$ cat src/rtl/cnnip_arb_pkg.sv
// rtl/cnnip_arb_pkg.sv - shared tag type and defaults for the bank arbiter
package cnnip_arb_pkg;

  typedef enum logic {TAG_HOST = 1'b0, TAG_CORE = 1'b1} arb_tag_e;

  localparam int MAX_OUTS_DEFAULT = 4;

endpackage

$ cat src/rtl/arb_tag_fifo.sv
// rtl/arb_tag_fifo.sv - synchronous FIFO of requester tags for outstanding reads
module arb_tag_fifo
  import cnnip_arb_pkg::*;
#(
  parameter int DEPTH = MAX_OUTS_DEFAULT
) (
  input  logic     i_clk,
  input  logic     i_rst,
  input  logic     i_push,
  input  arb_tag_e i_push_tag,
  input  logic     i_pop,
  output logic     o_full,
  output logic     o_empty,
  output arb_tag_e o_head
);

  localparam int PW = $clog2(DEPTH);
  localparam int CW = PW + 1;

  arb_tag_e       r_mem [DEPTH];
  logic [PW-1:0]  r_wptr;
  logic [PW-1:0]  r_rptr;
  logic [CW-1:0]  r_cnt;
  logic           w_do_push;
  logic           w_do_pop;

  assign o_full    = (r_cnt == CW'(DEPTH));
  assign o_empty   = (r_cnt == '0);
  assign o_head    = r_mem[r_rptr];
  assign w_do_push = i_push & ~o_full;
  assign w_do_pop  = i_pop & ~o_empty;

  // Storage needs no reset: head is only consumed while the FIFO is non-empty.
  always_ff @(posedge i_clk) begin
    if (w_do_push) r_mem[r_wptr] <= i_push_tag;
  end

  always_ff @(posedge i_clk or posedge i_rst) begin
    if (i_rst) begin
      r_wptr <= '0;
      r_rptr <= '0;
      r_cnt  <= '0;
    end else begin
      if (w_do_push) r_wptr <= r_wptr + PW'(1);
      if (w_do_pop)  r_rptr <= r_rptr + PW'(1);
      case ({w_do_push, w_do_pop})
        2'b10:   r_cnt <= r_cnt + CW'(1);
        2'b01:   r_cnt <= r_cnt - CW'(1);
        default: r_cnt <= r_cnt;
      endcase
    end
  end

endmodule

$ cat src/rtl/bank_arbiter.sv
// rtl/bank_arbiter.sv - round-robin host/core arbiter for one memory bank
// Optional grant/conflict counters: BANK_ARB_PERF_CNT_EN
module bank_arbiter
  import cnnip_arb_pkg::*;
#(
  parameter int AW       = 16,
  parameter int DW       = 32,
  parameter int MAX_OUTS = MAX_OUTS_DEFAULT
) (
  input  logic          clk_a,
  input  logic          arst_aq,
  input  logic          h_en,
  input  logic          h_we,
  input  logic [AW-1:0] h_addr,
  input  logic [DW-1:0] h_din,
  output logic          h_gnt,
  output logic          h_valid,
  output logic [DW-1:0] h_dout,
  input  logic          c_en,
  input  logic          c_we,
  input  logic [AW-1:0] c_addr,
  input  logic [DW-1:0] c_din,
  output logic          c_gnt,
  output logic          c_valid,
  output logic [DW-1:0] c_dout,
  output logic          m_en,
  output logic          m_we,
  output logic [AW-1:0] m_addr,
  output logic [DW-1:0] m_din,
  input  logic          m_valid,
  input  logic [DW-1:0] m_dout,
  input  logic          err_clr,
  output logic          err
`ifdef BANK_ARB_PERF_CNT_EN
  ,
  output logic [31:0]   h_gnt_cnt,
  output logic [31:0]   c_gnt_cnt,
  output logic [31:0]   conflict_cnt
`endif
);

  arb_tag_e      r_last_grant;
  logic          r_m_en;
  logic          r_m_we;
  logic [AW-1:0] r_m_addr;
  logic [DW-1:0] r_m_din;
  logic          r_err;
  logic          w_full;
  logic          w_empty;
  arb_tag_e      w_head;
  logic          w_h_win;
  logic          w_c_win;
  logic          w_push;
  arb_tag_e      w_push_tag;
  logic          w_pop;

  // On conflict the requester that was not granted last wins.
  assign w_h_win = h_en & (~c_en | (r_last_grant == TAG_CORE));
  assign w_c_win = c_en & (~h_en | (r_last_grant == TAG_HOST));
  assign h_gnt   = w_h_win & ~w_full;
  assign c_gnt   = w_c_win & ~w_full;

  assign w_push     = (h_gnt & ~h_we) | (c_gnt & ~c_we);
  assign w_push_tag = c_gnt ? TAG_CORE : TAG_HOST;
  assign w_pop      = m_valid & ~w_empty;

  assign h_valid = w_pop & (w_head == TAG_HOST);
  assign c_valid = w_pop & (w_head == TAG_CORE);
  assign h_dout  = h_valid ? m_dout : '0;
  assign c_dout  = c_valid ? m_dout : '0;

  assign m_en   = r_m_en;
  assign m_we   = r_m_we;
  assign m_addr = r_m_addr;
  assign m_din  = r_m_din;
  assign err    = r_err;

  arb_tag_fifo #(.DEPTH(MAX_OUTS)) u_tag_fifo (
    .i_clk      (clk_a),
    .i_rst      (arst_aq),
    .i_push     (w_push),
    .i_push_tag (w_push_tag),
    .i_pop      (w_pop),
    .o_full     (w_full),
    .o_empty    (w_empty),
    .o_head     (w_head)
  );

  always_ff @(posedge clk_a or posedge arst_aq) begin
    if (arst_aq) begin
      r_last_grant <= TAG_CORE;
      r_m_en       <= 1'b0;
      r_m_we       <= 1'b0;
      r_m_addr     <= '0;
      r_m_din      <= '0;
    end else if (h_gnt) begin
      r_last_grant <= TAG_HOST;
      r_m_en       <= 1'b1;
      r_m_we       <= h_we;
      r_m_addr     <= h_addr;
      r_m_din      <= h_din;
    end else if (c_gnt) begin
      r_last_grant <= TAG_CORE;
      r_m_en       <= 1'b1;
      r_m_we       <= c_we;
      r_m_addr     <= c_addr;
      r_m_din      <= c_din;
    end else begin
      r_m_en <= 1'b0;
      r_m_we <= 1'b0;
    end
  end

  always_ff @(posedge clk_a or posedge arst_aq) begin
    if (arst_aq)                  r_err <= 1'b0;
    else if (err_clr)             r_err <= 1'b0;
    else if (m_valid & w_empty)   r_err <= 1'b1;
  end

`ifdef BANK_ARB_PERF_CNT_EN
  logic [31:0] r_h_gnt_cnt;
  logic [31:0] r_c_gnt_cnt;
  logic [31:0] r_conflict_cnt;

  always_ff @(posedge clk_a or posedge arst_aq) begin
    if (arst_aq || err_clr) begin
      r_h_gnt_cnt    <= '0;
      r_c_gnt_cnt    <= '0;
      r_conflict_cnt <= '0;
    end else begin
      if (h_gnt)        r_h_gnt_cnt    <= r_h_gnt_cnt + 32'd1;
      if (c_gnt)        r_c_gnt_cnt    <= r_c_gnt_cnt + 32'd1;
      if (h_en && c_en) r_conflict_cnt <= r_conflict_cnt + 32'd1;
    end
  end

  assign h_gnt_cnt    = r_h_gnt_cnt;
  assign c_gnt_cnt    = r_c_gnt_cnt;
  assign conflict_cnt = r_conflict_cnt;
`endif

endmodule

$ cat config.mk
export PLATFORM = sky130hd
export DESIGN_NAME = bank_arbiter
export DESIGN_NICKNAME = d
export VERILOG_FILES = /design/src/rtl/cnnip_arb_pkg.sv /design/src/rtl/arb_tag_fifo.sv /design/src/rtl/bank_arbiter.sv
export SDC_FILE = /design/constraint.sdc
export NUM_CORES = 1
export LEC_CHECK = 0
export CAP_MARGIN = 5
export CORE_ASPECT_RATIO = 1.25
export CORE_MARGIN = 2
export CORE_UTILIZATION = 35
export CTS_CLUSTER_DIAMETER = 150
export DETAILED_ROUTE_END_ITERATION = 8
export PLACE_DENSITY = 0.82
export SYNTH_ARGS = -nofsm -noshare
export SYNTH_HDL_FRONTEND = slang
export SYNTH_SLANG_ARGS = --single-unit
$ cat constraint.sdc
create_clock -name clk_a -period 2.6 [get_ports clk_a]
set_input_delay 0.52 -clock clk_a [delete_from_list [all_inputs] [get_ports clk_a]]
set_output_delay 0.52 -clock clk_a [all_outputs]
set_load 0.005 [all_outputs]
Yosys cells after proc, flatten, opt, wreduce, memory -nomap -nowiden

Memory sizes are Yosys's and may differ from the RTL's.
Cells that the tools add are included.

Bits in writable memories: 4
Logic and storage cells: 61
Bits in latches: 0
Bits in registers: 59
Memories kept: 1
Output and inout port bits: 119
Memory bits (read-only): 0

Muxes and demuxes: 17
Equal/unequal tests: 3
Multipliers: 0
$lt $le $gt $ge: 0
Shift-type cells: 0
Divide/modulo/power cells: 0
Reductions and logical operators: 4
Add/sub/neg operators: 4
Bitwise logic cells: 23

Memory list:

| name             | words | width | rd ports | clocked after Yosys merged registers in | wr ports | RTL line           | RTL |
|---|---|---|---|---|---|---|---|
| u_tag_fifo.r_mem | 4     | 1     | 1        | 0                                       | 1        | arb_tag_fifo.sv:20 | `arb_tag_e r_mem [DEPTH];` |

Operators by type and width:

| kind                                                                | count |
|---|---|
| 32-bit two-way mux                                                  | 4 |
| 16-bit two-way mux                                                  | 2 |
| 1-bit AND                                                           | 12 |
| 1-bit two-way mux                                                   | 10 |
| 1-bit NOT                                                           | 8 |
| 3-bit case mux with 2 select lines                                  | 1 |
| 2-bit nonzero test                                                  | 3 |
| 2-bit by 1-bit adder with 2-bit output (second input constant)      | 2 |
| 3-bit by 1-bit adder with 3-bit output (second input constant)      | 1 |
| 3-bit == test (second input constant)                               | 1 |
| 3-bit zero test                                                     | 1 |
| 1-bit bitwise OR                                                    | 3 |
| 3-bit by 1-bit subtractor with 3-bit output (second input constant) | 1 |
| 2-bit by 1-bit == test with 1-bit output (second input constant)    | 1 |
| 2-bit == test (second input constant)                               | 1 |

Longest topological paths before layout

Gate-level depths: netlist of run 1.

Depth after elaboration: 9
Gate-level depth with buffers: 10

Hierarchy

From an unflattened synthesis of run 1, not the netlist that was laid out.

Cells, all modules: 414
Area, all modules: 3601.0 um2

Modules (own cells, without submodules):

| module       | sequential area each (um2) | cells an instance | instances | area each (um2) |
|---|---|---|---|---|
| bank_arbiter | 1302.5                     | 370               | 1         | 3015.4 |
| arb_tag_fifo | 295.3                      | 44                | 1         | 585.6 |

Worst setup path before layout of run 1

Ideal clock, no wire load.

Kind: reg-to-reg
From: register u_tag_fifo.r_cnt[0]
To: register u_tag_fifo.r_cnt[2]
Stages on the path, launching flop included: 10
Path slack: 260 ps
Required time: 2521 ps
Data arrival time: 2261 ps
Clock period less this slack: 2340 ps
Buffers on the path: 0
Cell sequence: dfrtp_1 -> or3b_4 -> and3_2 -> a2bb2oi_4 -> ha_1 -> inv_1 -> fa_1 -> xor2_1 -> nor2_1 -> xor2_1

Word-level cells in the longest chain between the ends: 8

RTL lines:

| element                                                                          | RTL line           | RTL |
|---|---|---|
| start: declaration                                                               | arb_tag_fifo.sv:23 | `logic [CW-1:0] r_cnt;` |
| start signal: assignment                                                         | arb_tag_fifo.sv:47 | `2'b10: r_cnt <= r_cnt + CW'(1);` |
| start signal: assignment                                                         | arb_tag_fifo.sv:48 | `2'b01: r_cnt <= r_cnt - CW'(1);` |
| start signal: assignment                                                         | arb_tag_fifo.sv:49 | `default: r_cnt <= r_cnt;` |
| 3-bit == test *                                                                  | arb_tag_fifo.sv:27 | `assign o_full = (r_cnt == CW'(DEPTH));` |
| 1-bit NOT *                                                                      | bank_arbiter.sv:61 | `assign c_gnt = w_c_win & ~w_full;` |
| 1-bit AND *                                                                      | bank_arbiter.sv:61 |  |
| net c_gnt                                                                        | bank_arbiter.sv:23 | `output logic c_gnt,` |
| 1-bit AND *                                                                      | bank_arbiter.sv:63 | `assign w_push = (h_gnt & ~h_we) \| (c_gnt & ~c_we);` |
| 1-bit bitwise OR *                                                               | bank_arbiter.sv:63 |  |
| 1-bit AND *                                                                      | arb_tag_fifo.sv:30 | `assign w_do_push = i_push & ~o_full;` |
| 2-bit by 1-bit == test with 1-bit output / 2-bit == test (equally long branches) | arb_tag_fifo.sv:46 | `case ({w_do_push, w_do_pop})` |
| 3-bit case mux with 2 select lines / 2-bit nonzero test (equally long branches)  | --                 |  |

Mark *: on every way through the listed nets, which the timed path passes. The rest lies on a longest branch.
A chain may end at the register's enable or synchronous reset.

Final worst setup path of run 1

From: register u_tag_fifo.r_rptr[0]
To: output port c_dout[29]

Word-level cells in the longest chain between the ends: 3

RTL lines:

| element                  | RTL line           | RTL |
|---|---|---|
| start: declaration       | arb_tag_fifo.sv:22 | `logic [PW-1:0] r_rptr;` |
| start signal: assignment | arb_tag_fifo.sv:45 | `if (w_do_pop) r_rptr <= r_rptr + PW'(1);` |
| memory 4 x 1 bit         | --                 |  |
| 1-bit AND                | bank_arbiter.sv:68 | `assign c_valid = w_pop & (w_head == TAG_CORE);` |
| 32-bit two-way mux       | bank_arbiter.sv:70 | `assign c_dout = c_valid ? m_dout : '0;` |
| end: declaration         | bank_arbiter.sv:25 | `output logic [DW-1:0] c_dout,` |

No other way between the ends.

==> results of run 1 <==
[cells by family (layout without fill, tap and decap cells)]
family                   after synthesis  count (layout)  share of synthesized area [%]
other                                  0               3                              0
AND/OR/NAND/NOR                      256             256                           31.9
AO/OA/AOI/OAI                         53              53                           10.4
flip-flops                            63              63                           46.5
multiplexers                           3               3                           1.38
XOR/XNOR                               6               6                           1.53
adder cells (fa/ha/maj)                6               6                           2.40
buffers and inverters                 44             296                           5.97
[cell usage in the layout (no fill, tap or decap), types with 3 or more instances in the layout]
| cell type | instances |
|---|---|
| and3_1 | 32 |
| nand2_1 | 130 |
| ha_1 | 5 |
| dlymetal6s2s_1 | 31 |
| clkbuf_16 | 12 |
| dfrtp_1 | 58 |
| nor2_1 | 82 |
| clkdlybuf4s50_1 | 189 |
| clkinv_2 | 3 |
| diode_2 | 3 |
| dlygate4sd2_1 | 34 |
| and2b_2 | 4 |
| buf_4 | 11 |
| a31oi_1 | 48 |
| xor2_1 | 3 |
| xnor2_1 | 3 |
| edfxtp_1 | 4 |
| buf_12 | 5 |
| inv_1 | 6 |
[critical path: cells and delay by family, from the launching register on]
kind | cells | cell delay (ns)
muxes | 1 | 0.55
DFF | 1 | 0.37
buffers and inverters | 3 | 0.64
and+or+nand+nor | 1 | 0.18
[worst min-delay path by stage]
| stage | cells after the start | slack, ns | endpoint |
|---|---|---|---|
| CTS | 1 | 0.49 | u_tag_fifo.r_cnt[2] |
| finish | 1 | 0.50 | u_tag_fifo.r_rptr[1] |
| global placement | 1 | 0.47 | u_tag_fifo.r_rptr[1] |
| floorplan | 1 | 0.45 | u_tag_fifo.r_rptr[1] |
| global route | 1 | 0.54 | u_tag_fifo.r_cnt[2] |
| detailed placement | 1 | 0.48 | u_tag_fifo.r_cnt[2] |
[flip-flops by register name, summed over array words and instances (netlist names)]
signal and flops:
err 1, m_addr 16, m_din 32, m_en 1, m_we 1, r_last_grant 1, u_tag_fifo.r_cnt 3, u_tag_fifo.r_mem 4
u_tag_fifo.r_rptr 2, u_tag_fifo.r_wptr 2
[power groups by stage]
stage               logic [mW]  registers, mW  clock network, mW
finish                    3.23           1.74               1.14
global route              3.52           1.80               1.20
CTS                       3.17           1.74               1.16
detailed placement        3.22           1.75                  0
global placement          3.13           1.72                  0
floorplan                 1.37           1.75                  0
[cell type report]
class,instances,area [um2]
Multi-Input combinational cell,324,1660
Inverter,8,30.0
Antenna cell,3,7.51
Fill cell,737,3060
Timing Repair Buffer,272,2810
Tap cell,126,158
Clock buffer,13,272
Clock inverter,3,15.0
Sequential cell,63,1600
[stage by stage]
stage | area, um2 | util, % | worst slack [ns] | hold WS, ns
floorplan | 3440 | - | 0.260 | 0.453
global placement | 6140 | 63.9 | -0.0461 | 0.471
detailed placement | 6140 | 63.9 | -0.0666 | 0.482
CTS | 6390 | 66.5 | -0.0468 | 0.492
global route | 6540 | 68.1 | -0.0767 | 0.543
finish | 6550 | 68.1 | 0.00847 | 0.499
[routing by layer]
layer / vias to the layer above / track usage (%)
li1: 1915 / -
met1: 1821 / 25.2
met2: 215 / 42.9
met3: 40 / 10.1
met4: 6 / 11.3
met5: - / 0
[what timing repair did]
action                                  CTS  global route
hold buffers                              0             0
cloned                                    0             2
endpoints found under the setup margin   66            32
gates resized for setup                  34            32
setup buffers                             1             2
hold endpoints to repair                  0             0
==> impl_results.md, run 1 <==
- Most common cell in the netlist: nand2_1
- CTS tree: done
- Maximum VDD drop: 0.562 mV
- Clock root cell: clkbuf_16
- Initial antenna violation count: 6
- Layout Skew: 0.00670 ns
- Max-cap viol count: 0
- Hold WC Path Type: flop to flop
- CP peak stage delay: 0.55 ns
- Mean Syn Cell Area: 7.98 um2
- Cell-internal power: 4.00 mW
- Cts bufs inserted: 9
- Worst-path clk slew: 0.05 ns
- Metal3 WL: 1540 um
- Synth-to-layout area growth: 90.3%
- Crit path cell chain: mux4_2, buf_4, clkbuf_16, and3_1, dlygate4sd2_1
- First-pass GRT wire length: 19900 um
- Gate power share: 52.9%
- Syn_nets: 573
- Final layout net count: 820
- DRC violations left: 0
- NetSw: 2.11 mW
- Post-synth EDFFs: 4
- Number of global-route vias before repair: 3888
- Gpl congestion: 0.879
- Fmax: 386 MHz
- Min-Delay Startpoint: u_tag_fifo.r_rptr[1]
- Mapped Cells: 431
- CP Class: flop to output pin
- Post-synthesis sequential area ratio: 46.5%
- Layout cells sized above 1: 7.17%
- Post-synth cell types: 31
- Post-route met1 wirelength: 4800 um
- Row Count: 40
- Reg-to-Reg Start: u_tag_fifo.r_cnt[0]
- Clock buffer depth: 2
- Reg2Reg Depth: 9
- Gr usage total: 24.3%
- Ys async rst share: 93.7%
- Post-synth top area share: 42.2%
- Leakage: 3.49 nW
- Post-synth top area cell: dfrtp_1
- Synth top cells by count: nand2_1 (130), nor2_1 (82), dfrtp_1 (58), a31oi_1 (48), and3_1 (32)
- Setup TNS: 0 ns
- Power Dens Cells: 932 nW/um2
- Actual slew at the worst max-slew pin: 0.622 ns
- Primary FF master, synth: dfrtp_1
- Grt ovf: 0
- Critical Path RT: 2.08 ns
- Worst r2r dst: u_tag_fifo.r_cnt[2]
- Clock insertion delay at the later pin of the skew report: 0.33 ns
- Final Setup Violations: 0
- Sequential power share: 28.4%
- DP Wirelength: 10400 um
- CP Launch Point: u_tag_fifo.r_rptr[0]
- Synth top area cells: dfrtp_1 (42%), nand2_1 (14%), nor2_1 (8.9%)
- RSZ-0062 raised after global routing: yes
- Via count: 3997
- Startpoint types: flop
- Remaining antenna violation count: 0
- Post-DR wirelength/cell: 16.8 um
- Synth warn: 0
- Sw Ratio: 34.5%
- Pin count of the biggest net entering global routing: 69
- Cells after DPL: 788
- Starting density of the core: 35.8%
- Slowest cell on crit path: mux4_2
- First-pass DRT Iterations: 4
- Status: finished clean
- Rel. slew slack: 58.5%
- Synthesis-stage register bit count: 63
- Routed WL: 13600 um
- CP Capture Type: output pin
- Clock power share: 18.6%
- Die X: 92.7 um
- Final Hold Viols: 0
- CP Max Fanout: 33
- Mapped cell area: 3440 um2
- Sink Count: 63
- Final Non-Filler Cells: 812
- # IOs: 255
- Core area: 9610 um2
- Port Buffers: 254
- H-tree levels: 3
- Slew Viols, Final: 0
- DR iter-0 viols: 220
- Die Area: 10600 um2
- Fin crit share: 99.7%
- Crit path time final: 2.59 ns
- Routed wl met2: 6740 um
- Worst setup path endpoint: c_dout[29]
- Pwr Total: 6.10 mW
- Highest metal used: met5
- Via density: 4.92
- Arrival @ worst endpoint: 2.07 ns
- Worst reg2reg setup slack: 0.19 ns
- Die height: 115 um
No activity file was read; power rests on OpenSTA's default activity.
==> run 2, diff against run 1 <==
--- a/config.mk
+++ b/config.mk
@@ -11,7 +11,9 @@
 export CORE_UTILIZATION = 35
 export CTS_CLUSTER_DIAMETER = 150
 export DETAILED_ROUTE_END_ITERATION = 8
-export PLACE_DENSITY = 0.82
+export PLACE_DENSITY = 0.8
+export SKIP_CTS_REPAIR_TIMING = 1
 export SYNTH_ARGS = -nofsm -noshare
 export SYNTH_HDL_FRONTEND = slang
 export SYNTH_SLANG_ARGS = --single-unit
+export TNS_END_PERCENT = 100
==> run 2 against run 1 <==
  * Clock power barely moved
  * Global-route usage fell by 0.50 points
  * Critical path type unchanged
  * Sequential power about the same
  * Cell area increased by 1.3%
  * Power down 0.51%
  * Clock skew decreased by 0.0040 ns
  * The flow now finishes with violations (setup timing)
  * Setup slack got worse by 0.10 ns
  * Combinational power is essentially flat
==> impl_results.md, run 2 (synthesis gave the netlist of run 1 again) <==
- Starting density of the core: 35.8%
- Cts bufs inserted: 9
- First-pass DRT Iterations: 4
- Met1 usage: 25.5%
- Routed WL: 13400 um
- Port Buffers: 254
- Initial antenna violation count: 7
- Sequential power share: 28.5%
- Clock root cell: clkbuf_16
- Crit path cell chain: mux4_2, clkbuf_16, nor2_1, clkdlybuf4s50_1
- Pin count of the biggest net entering global routing: 67
- Fin crit share: 104%
- Via density: 4.87
- Die height: 115 um
- Layout Skew: 0.00269 ns
- Final core area utilization: 69.0%
- Max-cap viol count: 0
- Cell-internal power: 4.01 mW
- Hold Crit Depth: 1
- Maximum VDD drop: 0.538 mV
- Failing checks: setup timing
- Met3 usage in global routing: 11.5%
- Core area: 9610 um2
- Worst r2r dst: u_tag_fifo.r_cnt[2]
- Min-Delay Startpoint: u_tag_fifo.r_rptr[1]
- Gpl congestion: 0.883
- Arrival @ worst endpoint: 2.17 ns
- Leakage: 3.88 nW
- Reg2Reg Depth: 9
- CP Capture Type: output pin
- Largest register FFs: 32
- CTS tree: done
- Hold WC Path Type: flop to flop
- Clock power share: 18.7%
- WP buf/inv: 2
- Post-DR wirelength/cell: 16.6 um
- GR peak layer: met2
- Gr usage total: 23.8%
- Fmax: 371 MHz
- Final layout net count: 817
- Clock insertion delay at the later pin of the skew report: 0.33 ns
- Worst reg2reg setup slack: 0.29 ns
- Status: finished, violations left
- Setup TNS: -0.180 ns
- Clock buffer depth: 2
- Hold Path Sink: u_tag_fifo.r_rptr[1]
- Slew Viols, Final: 0
- Commonest non-fill, non-tap cells in the layout: clkdlybuf4s50_1 (190), nand2_1 (130), nor2_1 (82), dlymetal6s2s_1 (64), dfrtp_1 (57)
- Actual slew at the worst max-slew pin: 0.672 ns
- RSZ-0062 raised after global routing: yes
- Remaining antenna violation count: 0
- Reg-to-Reg Start: u_tag_fifo.r_cnt[0]
- Final WS setup: -0.0920 ns
- Synth-to-layout area growth: 92.8%
- Number of global-route vias before repair: 3665
- Startpoint types: flop
- Final Setup Violations: 2
- Family with the most delay on the worst path: buffers and inverters
- Die Area: 10600 um2
- H-tree levels: 3
- Die X: 92.7 um
- Sink Count: 63
- Pwr Total: 6.07 mW
- Final Hold Viols: 0
- # IOs: 255
- Via count: 3940
- Grt ovf: 0
- CP peak stage delay: 0.59 ns
- Gate power share: 52.8%
- Min Hold Slack: 0.484 ns
- NetSw: 2.07 mW
- GR met2 Demand/Resource: 40.9%
- DR iter-0 viols: 185
- Layout cells sized above 1: 6.76%
- CP Max Fanout: 33
- Rel. slew slack: 55.1%
- Stages on worst setup path: 4
- DP Wirelength: 10200 um
- DRC violations left: 0
- CP Class: flop to output pin
- Crit path time final: 2.69 ns
- Most common cell after layout, fill and taps aside: clkdlybuf4s50_1
- Sw Ratio: 34.0%
- Power Dens Cells: 916 nW/um2
- First-pass GRT wire length: 19200 um
- Critical Path RT: 2.08 ns
- Worst-path clk slew: 0.05 ns
- Row Count: 40
- Slowest cell on crit path: mux4_2
- CP Launch Point: u_tag_fifo.r_rptr[0]
- Fill count: 752
==> run 2: per-stage QoR <==
step	setup WS, ns	instance area [um2]	std cells
after floorplan	0.260	3440	431
after global placement	-0.00742	6150	789
after detailed placement	-0.0472	6150	789
after CTS	-0.0790	6430	805
after global routing	-0.148	6630	807
final	-0.0920	6630	809
==> run 2: power groups by stage <==
stage / combinational (mW) / clock (mW) / sequential (mW)
after CTS: 3.22 / 1.16 / 1.73
final: 3.21 / 1.13 / 1.73
after global routing: 3.50 / 1.20 / 1.80
after floorplan: 1.37 / 0 / 1.75
after detailed placement: 3.20 / 0 / 1.74
after global placement: 3.12 / 0 / 1.72
==> run 2: layer usage <==
layer,vias up,part of all wire [%]
li1,1902,-
met5,-,0.33
met4,6,3.0
met3,32,12
met2,207,49
met1,1793,35
==> run 2: final cells by class <==
type,instances,area (um2),share of cell area [%]
repair buffers,269,2900,43.7
clock inverters,3,15.0,0.226
multi-input cells,324,1660,25.0
clock buffers,13,272,4.09
flip-flops and latches,63,1600,24.1
well taps,126,158,2.38
diodes,3,7.51,0.113
inverters,8,30.0,0.453
==> run 2: how the worst max path moves through the flow <==
stage                     endpoint  slack (ns)
5_1_grt                 h_dout[23]       -0.15
3_5_place_dp            c_dout[14]       -0.05
6_report                h_dout[10]       -0.09
4_1_cts                 h_dout[31]       -0.08
3_3_place_gp            h_dout[30]      -0.007
2_1_floorplan  u_tag_fifo.r_cnt[2]        0.26
==> run 3, diff against run 2 <==
--- a/config.mk
+++ b/config.mk
@@ -12,7 +12,6 @@
 export CTS_CLUSTER_DIAMETER = 150
 export DETAILED_ROUTE_END_ITERATION = 8
 export PLACE_DENSITY = 0.8
-export SKIP_CTS_REPAIR_TIMING = 1
 export SYNTH_ARGS = -nofsm -noshare
 export SYNTH_HDL_FRONTEND = slang
 export SYNTH_SLANG_ARGS = --single-unit
==> run 3 against run 2 <==
  * The run now ends clean
  * Core utilization decreased by 0.43 points
  * Clock skew rose by 0.0022 ns
  * Die area did not move
  * Setup slack improved by 0.14 ns
  * Clock-buffer cell count is the same
  * Global-route usage rose by 0.69 points
  * Clock power about the same
  * Fmax grew 5.5%
  * Power up 1.0%
  * Largest cell class unchanged
  * Highest routed layer unchanged
==> impl_results.md, run 3 (synthesis gave the netlist of run 1 again) <==
- Status: finished clean
- Via density: 4.87
- Worst r2r dst: u_tag_fifo.r_cnt[2]
- Hold WC Path Type: flop to flop
- DR iter-0 viols: 152
- Actual slew at the worst max-slew pin: 0.668 ns
- Number of global-route vias before repair: 3770
- Largest register FFs: 32
- Maximum VDD drop: 0.536 mV
- Cts hold-fix bufs: 0
- Routed WL: 13200 um
- Core area: 9610 um2
- Initial antenna violation count: 7
- Arrival @ worst endpoint: 2.03 ns
- Sink Count: 63
- Final layout net count: 824
- Layout Skew: 0.00492 ns
- Crit path time final: 2.55 ns
- # IOs: 255
- Die X: 92.7 um
- Crit path cell chain: mux4_2, buf_6, clkbuf_16, and3_1, dlygate4sd2_1
- CTS tree: done
- Min-Delay Startpoint: u_tag_fifo.r_rptr[1]
- Pin count of the biggest net entering global routing: 67
- Fmax: 392 MHz
- CP Capture Type: output pin
- Reg2Reg Depth: 9
- Slew Viols, Final: 0
- Leakage: 3.41 nW
- RSZ-0062 raised after global routing: yes
- Die Area: 10600 um2
- Clock insertion delay at the later pin of the skew report: 0.32 ns
- H-tree levels: 3
- Fill count: 769
- Starting density of the core: 35.8%
- Slowest cell on crit path: mux4_2
- Clock root cell: clkbuf_16
- First-pass DRT Iterations: 4
- Row Count: 40
- Remaining antenna violation count: 0
- Power Dens Cells: 931 nW/um2
- Grt ovf: 0
- First-pass GRT wire length: 19800 um
- CP Launch Point: u_tag_fifo.r_rptr[0]
- Gr usage total: 24.5%
- Hold Crit Depth: 1
- Min Hold Slack: 0.483 ns
- Cts bufs inserted: 9
- Most common cell after layout, fill and taps aside: clkdlybuf4s50_1
- Port Buffers: 254
- Startpoint types: flop
- Post-DR wirelength/cell: 16.2 um
- Commonest non-fill, non-tap cells in the layout: clkdlybuf4s50_1 (187), nand2_1 (130), nor2_1 (81), dfrtp_1 (57), a31oi_1 (48)
- Worst setup path endpoint: c_dout[31]
- CP Max Fanout: 33
- DRC violations left: 0
- Via count: 3974
- Gpl congestion: 0.883
- Worst reg2reg setup slack: 0.24 ns
- Die height: 115 um
- Reg-to-Reg Start: u_tag_fifo.r_cnt[1]
- Worst-path clk slew: 0.05 ns
- Layout cells sized above 1: 8.01%
- CP peak stage delay: 0.56 ns
- Clock buffer depth: 2
- CP Class: flop to output pin
- Rel. slew slack: 55.4%
- DP Wirelength: 10200 um
- Synth-to-layout area growth: 91.6%
- Pwr Total: 6.14 mW
- Fin crit share: 98.2%
- Max-cap viol count: 0
- Final Setup Violations: 0
- Critical Path RT: 2.08 ns
- Final Hold Viols: 0
-- run 3: critical path, delay by kind of cell (launching register included) --
kind,cells,cell delay (ns)
AND/OR/NAND/NOR,1,0.18
buffers and inverters,3,0.60
multiplexers,1,0.56
flip-flops,1,0.37
-- run 3: metal layers --
| layer | vias to the layer above | share of wire (%) | global-route usage (%) |
|---|---|---|---|
| met4 | 6 | 3.5 | 11.1 |
| met2 | 216 | 49 | 41.8 |
| met1 | 1795 | 35 | 25.4 |
| met5 | - | 0.33 | 0 |
| li1 | 1921 | - | - |
| met3 | 36 | 12 | 12.2 |
-- run 3: worst min-delay path by stage --
stage                           endpoint  slack, ns
global placement     u_tag_fifo.r_cnt[2]       0.47
finish              u_tag_fifo.r_rptr[1]       0.48
floorplan           u_tag_fifo.r_rptr[1]       0.45
detailed placement   u_tag_fifo.r_cnt[2]       0.48
global route        u_tag_fifo.r_rptr[1]       0.53
CTS                 u_tag_fifo.r_rptr[1]       0.49
-- run 3: per-stage QoR --
stage                     worst slack (ns)  cells  utilization, %  cell area, um2  TNS [ns]
after CTS                          -0.0376    810            67.4            6480   -0.0848
after floorplan                      0.260    431               -            3440         0
final                               0.0471    816            68.6            6590         0
after global routing               -0.0170    813            68.5            6580    -0.131
after detailed placement           -0.0472    789            64.0            6150    -0.702
after global placement            -0.00742    789            64.0            6150  -0.00742
-- run 3: timing repair --
item	CTS	global route
endpoints found under the setup margin	66	22
setup buffers	3	2
cloned	2	1
gates resized for setup	49	26
hold endpoints to repair	0	0
-- run 3: final cells by class --
class	instances	area [um2]	area share (%)
flip-flops and latches	63	1600	24.3
clock inverters	3	15.0	0.228
multi-input cells	324	1660	25.2
repair buffers	276	2850	43.3
inverters	8	30.0	0.456
diodes	3	7.51	0.114
clock buffers	13	272	4.12
well taps	126	158	2.39
-- run 3: where the power goes --
part / internal [mW] / total (mW) / switching [mW]
logic: 1.86 / 3.27 / 1.41
clock network: 0.724 / 1.13 / 0.406
registers: 1.46 / 1.74 / 0.271
